--- config.mk ---
export PLATFORM = sky130hd
export DESIGN_NAME = im_loader
export DESIGN_NICKNAME = d
export VERILOG_FILES = /design/src/rtl/im_loader.sv
export SDC_FILE = /design/constraint.sdc
export NUM_CORES = 1
export LEC_CHECK = 0
export CORE_ASPECT_RATIO = 1.1
export CORE_UTILIZATION = 55
export DETAILED_ROUTE_END_ITERATION = 10
export MAX_ROUTING_LAYER = met4
export PLACE_DENSITY = 0.78
export SYNTH_ARGS = -nofsm -noshare
export SYNTH_HDL_FRONTEND = slang
export SYNTH_SLANG_ARGS = --single-unit
export TNS_END_PERCENT = 1
--- constraint.sdc ---
create_clock -name clk -period 5.45 [get_ports clk]
set_input_delay 0.545 -clock clk [delete_from_list [all_inputs] [get_ports clk]]
set_output_delay 0.545 -clock clk [all_outputs]
set_load 0.01 [all_outputs]
--- src/rtl/im_loader.sv ---
// im_loader: streams a program image (2-byte big-endian word count N, then N
// 32-bit words MSB first) from a byte valid/ready handshake into the
// instruction memory write port. The CPU is held in reset until the whole
// image has been written.
//
// Optional feature macro: IM_LOADER_CSUM_EN
//   When defined, one trailing checksum byte follows the image. It must equal
//   the XOR of every preceding image byte, header included. A match ends in
//   DONE and a mismatch ends in ERR. The port list is the same either way.
//
// Ports
//   clk           system clock, rising edge
//   rst           asynchronous active-low reset
//   rx_valid      rx_data carries a byte
//   rx_data[7:0]  image byte
//   rx_ready      byte accepted this cycle when rx_valid is also high
//   reload        one-cycle pulse, restarts the load from DONE or ERR
//   im_we         IM write strobe, one cycle per word
//   im_addr       IM word address
//   im_din        IM write data
//   cpu_hold      1 keeps the CPU in reset
//   done          image loaded, CPU released (sticky until reload)
//   err           load aborted (sticky until reload)
//   words_loaded  words written in the current load
module im_loader #(
  parameter int unsigned ADDR_W = 10,
  parameter int unsigned BASE   = 0
) (
  input  logic              clk,
  input  logic              rst,
  input  logic              rx_valid,
  input  logic [7:0]        rx_data,
  output logic              rx_ready,
  input  logic              reload,
  output logic              im_we,
  output logic [ADDR_W-1:0] im_addr,
  output logic [31:0]       im_din,
  output logic              cpu_hold,
  output logic              done,
  output logic              err,
  output logic [ADDR_W:0]   words_loaded
);

  localparam int unsigned CNT_W = ADDR_W + 1;
  // Number of words that fit between BASE and the top of the IM.
  localparam int unsigned LIMIT = (2 ** ADDR_W) - BASE;
  localparam logic [ADDR_W-1:0] BASE_A = ADDR_W'(BASE);

  typedef enum logic [2:0] {
    S_HDR0,
    S_HDR1,
    S_DATA,
`ifdef IM_LOADER_CSUM_EN
    S_CSUM,
`endif
    S_DONE,
    S_ERR
  } state_t;

  // State entered once every word is written (or straight after an N==0 header).
`ifdef IM_LOADER_CSUM_EN
  localparam state_t S_FIN = S_CSUM;
`else
  localparam state_t S_FIN = S_DONE;
`endif

  state_t            state, state_d;
  logic [CNT_W-1:0]  n_words, n_d;
  logic [1:0]        byte_cnt, bc_d;
  logic [23:0]       word_sh, sh_d;
  logic [7:0]        hdr_hi, hi_d;
  logic              last_wr, last_d;
  logic              rx_ready_d, we_d, hold_d, done_d, err_d;
  logic [ADDR_W-1:0] addr_d;
  logic [31:0]       din_d;
  logic [CNT_W-1:0]  wl_d;
  logic [15:0]       hdr_n;
  logic              xfer;

  assign xfer  = rx_valid & rx_ready;
  assign hdr_n = {hdr_hi, rx_data};

`ifdef IM_LOADER_CSUM_EN
  // Running XOR of every accepted byte; restarts on the first header byte.
  logic [7:0] csum;
  always_ff @(posedge clk or negedge rst) begin
    if (!rst) begin
      csum <= 8'h00;
    end else if (xfer) begin
      csum <= (state == S_HDR0) ? rx_data : (csum ^ rx_data);
    end
  end
`endif

  // Next-state and next-output logic.
  always_comb begin
    state_d = state;
    n_d     = n_words;
    bc_d    = byte_cnt;
    sh_d    = word_sh;
    hi_d    = hdr_hi;
    wl_d    = words_loaded;
    addr_d  = im_addr;
    din_d   = im_din;
    we_d    = 1'b0;
    last_d  = 1'b0;

    case (state)
      S_HDR0: begin
        if (xfer) begin
          hi_d    = rx_data;
          state_d = S_HDR1;
        end
      end
      S_HDR1: begin
        if (xfer) begin
          if (32'(hdr_n) > LIMIT) begin
            state_d = S_ERR;
          end else begin
            n_d     = CNT_W'(hdr_n);
            state_d = (hdr_n == 16'd0) ? S_FIN : S_DATA;
          end
        end
      end
      S_DATA: begin
        // last_wr marks the write cycle of the final word; no byte is taken then.
        if (last_wr) begin
          state_d = S_FIN;
        end else if (xfer) begin
          if (byte_cnt == 2'd3) begin
            we_d   = 1'b1;
            din_d  = {word_sh, rx_data};
            addr_d = BASE_A + words_loaded[ADDR_W-1:0];
            wl_d   = words_loaded + CNT_W'(1);
            bc_d   = 2'd0;
            last_d = (wl_d == n_words);
          end else begin
            sh_d = {word_sh[15:0], rx_data};
            bc_d = byte_cnt + 2'd1;
          end
        end
      end
`ifdef IM_LOADER_CSUM_EN
      S_CSUM: begin
        if (xfer) begin
          state_d = (rx_data == csum) ? S_DONE : S_ERR;
        end
      end
`endif
      S_DONE, S_ERR: begin
        if (reload) begin
          state_d = S_HDR0;
          wl_d    = '0;
          addr_d  = BASE_A;
          bc_d    = 2'd0;
        end
      end
      default: state_d = S_ERR;
    endcase

    rx_ready_d = !last_d && (state_d != S_DONE) && (state_d != S_ERR);
    done_d     = (state_d == S_DONE);
    err_d      = (state_d == S_ERR);
    hold_d     = !done_d;
  end

  // State and registered outputs.
  always_ff @(posedge clk or negedge rst) begin
    if (!rst) begin
      state        <= S_HDR0;
      n_words      <= '0;
      byte_cnt     <= 2'd0;
      word_sh      <= 24'h0;
      hdr_hi       <= 8'h00;
      last_wr      <= 1'b0;
      rx_ready     <= 1'b0;
      im_we        <= 1'b0;
      im_addr      <= BASE_A;
      im_din       <= 32'h0;
      cpu_hold     <= 1'b1;
      done         <= 1'b0;
      err          <= 1'b0;
      words_loaded <= '0;
    end else begin
      state        <= state_d;
      n_words      <= n_d;
      byte_cnt     <= bc_d;
      word_sh      <= sh_d;
      hdr_hi       <= hi_d;
      last_wr      <= last_d;
      rx_ready     <= rx_ready_d;
      im_we        <= we_d;
      im_addr      <= addr_d;
      im_din       <= din_d;
      cpu_hold     <= hold_d;
      done         <= done_d;
      err          <= err_d;
      words_loaded <= wl_d;
    end
  end

endmodule

# Yosys cells after proc, flatten, opt, wreduce, memory -nomap -nowiden

Index checks and enable logic that the tools add are counted.
W data, S select, Z words.

Bitwise logic cells: 4
Add/sub/neg operators: 2
Reductions and logical operators: 14
$lt $le $gt $ge: 1
Muxes and demuxes: 30
Eq/ne operators: 14

Operators by type and width:

| kind                    | count |
|---|---|
| $mux W11                | 4 |
| $mux W10                | 4 |
| $pmux W11 S2            | 1 |
| $pmux W10 S2            | 1 |
| $gt A16 B11 Y1 const B  | 1 |
| $logic_not A16 Y1       | 1 |
| $mux W3                 | 5 |
| $pmux W3 S4             | 1 |
| $reduce_and A4 Y1       | 3 |
| $add A11 B1 Y11 const B | 1 |
| $eq A11 B11 Y1          | 1 |
| $eq A3 B2 Y1 const B    | 3 |
| $mux W1                 | 9 |
| $mux W2                 | 4 |
| $ne A2 B2 Y1 const B    | 4 |
| $eq A3 B3 Y1 const B    | 2 |
| $reduce_and A5 Y1       | 1 |
| $pmux W2 S2             | 1 |
| $eq A3 B1 Y1 const B    | 1 |
| $logic_not A3 Y1        | 1 |
| $ne A3 B2 Y1 const B    | 1 |
| $ne A3 B3 Y1 const B    | 1 |
| $not A1 Y1              | 3 |
| $reduce_and A3 Y1       | 1 |
| other kinds (8)         | 10 |

Register bits after elaboration: 107
Output and inout port bits: 58
Bits of input ports: 12
Logic and storage cells: 79

# Longest topological paths before layout

Depth in word-level cells: 9
Gate-level depth with buffers: 11
Gate-level depth less buffers: 8

# Least setup slack after synthesis

Ideal clock, no wire load.

Kind: input -> register
Start: input rx_valid
End: register rx_ready
Path buffers: 2
Arrival time: 2.011 ns
Path slack: 3.305 ns
Setup time: 0.135 ns
Cell stages on the path: 10
Data required time: 5.315 ns
Cells stage by stage: nand3b_1 or3_1 clkbuf_1 or2_1 buf_2 inv_2 and4_1 o2111ai_1 a211oi_2 nor3_1

Cells in the longest elaborated chain, start to end: 7
Elaborated cells on any way between the ends: 12
Classes of those cells: eq/ne (2); mux (6); bitwise (1); reduce/logical (3)

Ends and longest elaborated chain:

| what                             | RTL line | RTL |
|---|---|---|
| start, declared                  | 31       | `input logic rx_valid,` |
| $and A1 B1 Y1                    | 80       | `assign xfer = rx_valid & rx_ready;` |
| $mux W1                          | 129      | `end else if (xfer) begin` |
| $mux W1                          | 127      | `if (last_wr) begin` |
| $mux W1                          | 108      | `case (state)` |
| via last_d                       | 72       | `logic last_wr, last_d;` |
| $logic_not A1 Y1                 | 161      | `rx_ready_d = !last_d && (state_d != S_DONE) && (state_d != S_ERR);` |
| $logic_and A1 B1 Y1 (2 in a row) | 161      |  |
| via rx_ready_d                   | 73       | `logic rx_ready_d, we_d, hold_d, done_d, err_d;` |
| end signal, assigned             | 191      | `rx_ready <= rx_ready_d;` |
| end, declared                    | 33       | `output logic rx_ready,` |

The timed path passes the listed nets, and every way through them passes these cells.
A chain may end at the register's enable or synchronous reset.

# Worst setup path in the final report

Ends and elaborated chain as after synthesis.

==> flow_summary.yaml <==
clock_network:
  cts_buffers: 9
  clock_sinks: 107
  tritoncts: "yes"
  clock-root-buffer: "clkbuf_8"
  cts_max_path_buffers: 2
  cts_max_level: 3
  post_cts_resize_count: 0
  cts_setup_buffers: 0
  cts_hold_buf: 0
  path_clk_slew_ns: 0.11
  clk_latency_ns: 0.37
power:
  power_density_nw_per_um2: 316
  power_frac_comb: 0.172
  power.share.clock: 0.271
  power_leakage_nw: 2.63
  pwr-share-seq: 0.557
  switchingPower_uw: 520
  irDropWorstVdd_mv: 0.196
  fin_total_pwr_mw: 1.76
  swShare: 0.295
  power.internal_mw: 1.24
sta:
  fin_crit_ns: 2.98
  fin_tns_setup_ns: 0
  setup_slack_ns: 2.47
  fin_crit_sh: 0.546
  finalMaxSlewViolations: 0
  hold_viol_final: 0
  finalSetupViolCount: 0
  rsz0062_at_grt: "false"
  worst-slew-pin-transition_ns: 1.24
  max-slew-margin-rel: 0.173
  skew_ns: 0.00772
  max_freq_ghz: 0.336
critical_path:
  crit_path_cell_trace: "clkdlybuf4s50_1 > nand3b_1 > or3_1 > or2_1 > inv_2 > and4_1 > o2111ai_1 > a211oi_2 > nor3_1"
  rrSetupSlack_ns: 2.57
  critPathArrivalTime_ns: 3.22
  r2r-start: "state[0]"
  r2r_end: "rx_ready"
  crit_type: "in2reg"
  critPathCapture: "rx_ready"
  worst_path_max_delay_cell: "inv_2"
  crit_cells: 9
  path_max_fanout: 48
  crit_path_start: "rx_valid"
  critPathCaptureType: "register"
  crit_family: "simple AND/OR/NAND/NOR gates"
  required_ns: 5.70
  slowest_delay_ns: 0.61
  crit_path_start_kind: "input pin"
  r2r_cells: 8
  critical_path_buf_inv_count: 2
yosys:
  yosysSeqAreaShare: 0.577
  synth.distinct_cells: 48
  synth_common_cells: "nand2_1 (111), dfrtp_1 (106), mux2_2 (42)"
  synth_seq_cells: 107
  yosys.area.top_type: "dfrtp_1"
  synth_edf_count: 0
  synth_most_common_cell: "nand2_1"
  syn_nets: 451
  netlist.area_leader.share: 0.571
  ys_top_cells_by_area: "dfrtp_1 (57%), mux2_2 (10%), nand2_1 (9.0%)"
  synth.cell_area_sq_um: 4640
  yosys_most_used_dff: "dfrtp_1"
  synth_warnings: 0
  syn_inst: 437
  synth.avg_cell_area_sq_um: 10.6
  async_flop_share: 1.00
global_route:
  grt_antenna_before_repair: 0
  grt_pass1_vias: 3394
  grt_max_degree: 81
  grt_util_met2: 0.403
  grtUsageMet1: 0.347
  grt_usage: 0.259
  globalRouteMet3Util: 0.0330
  grt-busiest-layer: "met2"
  grt-ovfl-total: 0
  grt_pass1_wl_um: 16700
die:
  num_io_pins: 70
  core_sq_um: 8040
  num_rows: 34
  die_w_um: 89.6
  die_height_um: 98.4
  dieArea_sq_um: 8810
  initial_utilization: 0.577
finish:
  nNetsFinal: 509
  area_growth_pct: 20.2
  n_fill_cell: 598
  antenna_cells: 0
  fin_area_sq_um: 5580
  post_route_cells_drive_above_1_share: 0.140
drt:
  via_count: 3510
  via_per_inst: 5.77
  first_pass_iters: 4
  drt_iter0_drc: 169
  wl_um: 10200
  route.detailed.drc: 0
  final_antenna_net_count: 0
  avgRoutedWirePerCell_um: 16.8
place:
  dpl_worst_slack_ns: 2.08
  routabilityCongestion: 0.875
  placed_cell_area_sq_um: 5390
  numPortBuffers: 69
  dpl.hpwl_um: 6770
outcome:
  status: "finished clean"
worst_hold_path:
  hp-class: "in2async"
job:
  maxCapViolations: 0
## flip-flops by register name, summed over array words and instances, names as in the netlist
name          cells
im_addr          10
byte_cnt          2
err               1
n_words          11
im_we             1
hdr_hi            8
words_loaded     11
done              1
state             3
im_din           32
cpu_hold          1
word_sh          24
rx_ready          1
last_wr           1
## cell usage in the layout (no fill, tap or decap), types with 8 or more instances in the layout
cell type and count:
inv_1 10, clkdlybuf4s50_1 68, o21ai_0 23, clkbuf_8 10, dfrtp_1 106, nand4_1 8
nor2_1 16, mux2_2 42, nand2_1 111, a22o_1 9
## cells by family (layout without fill, tap and decap cells)
logic type | Yosys count | in the layout | share of synthesized area
adders and majority gates | 3 | 3 | 0.00755
DFF | 107 | 107 | 0.577
xor gates and xnor gates | 9 | 9 | 0.0170
AOI/OAI and AO/OA | 67 | 67 | 0.0989
buffers and inverters | 37 | 100 | 0.0332
and+or+nand+nor | 172 | 172 | 0.164
muxes | 42 | 42 | 0.102
## stage by stage
stage / hold WS [ns] / instances / utilization
floorplan: 0.249 / 437 / -
global placement: 0.452 / 592 / 0.670
detailed placement: 0.457 / 592 / 0.670
CTS: 0.0752 / 608 / 0.694
global route: 0.0906 / 608 / 0.694
finish: 0.0608 / 608 / 0.694
## worst register-to-register path, stage by stage (launching register included)
cell	delay, ns
dfrtp_1	0.47
nand3b_1	0.23
or3_1	0.41
or2_1	0.26
inv_2	0.61
and4_1	0.31
o2111ai_1	0.13
a211oi_2	0.28
nor3_1	0.07
## cell type report
type	count	area (sq um)	area share
clock buffers	10	138	0.0247
clock inverters	6	57.6	0.0103
inverters	11	41.3	0.00740
multi-input cells	293	1810	0.325
flip-flops and latches	107	2680	0.480
well taps	108	135	0.0242
repair buffers	73	718	0.129
## power groups by stage
| stage | logic [mW] | clock network (mW) | registers, mW |
|---|---|---|---|
| final | 0.304 | 0.477 | 0.982 |
| after global routing | 0.335 | 0.512 | 1.00 |
| after CTS | 0.306 | 0.486 | 0.981 |
| after detailed placement | 0.305 | 0 | 0.997 |
| after global placement | 0.292 | 0 | 0.994 |
| after floorplan | 0.216 | 0 | 0.973 |
## layer usage
metal / share of wire / up-vias
met5: 0 / -
met4: 0.016 / 0
met3: 0.039 / 14
met2: 0.49 / 98
met1: 0.45 / 1774
li1: - / 1624
## how the worst min path moves through the flow
stage                             to  slack [ns]  cells past startpoint
finish                          done        0.06                      1
global route        words_loaded[10]        0.09                      1
CTS                             done        0.08                      1
detailed placement        im_din[25]        0.46                      2
global placement          im_din[31]        0.45                      2
floorplan                byte_cnt[0]        0.25                      0
Note: power is estimated with default switching activity, not from simulation.
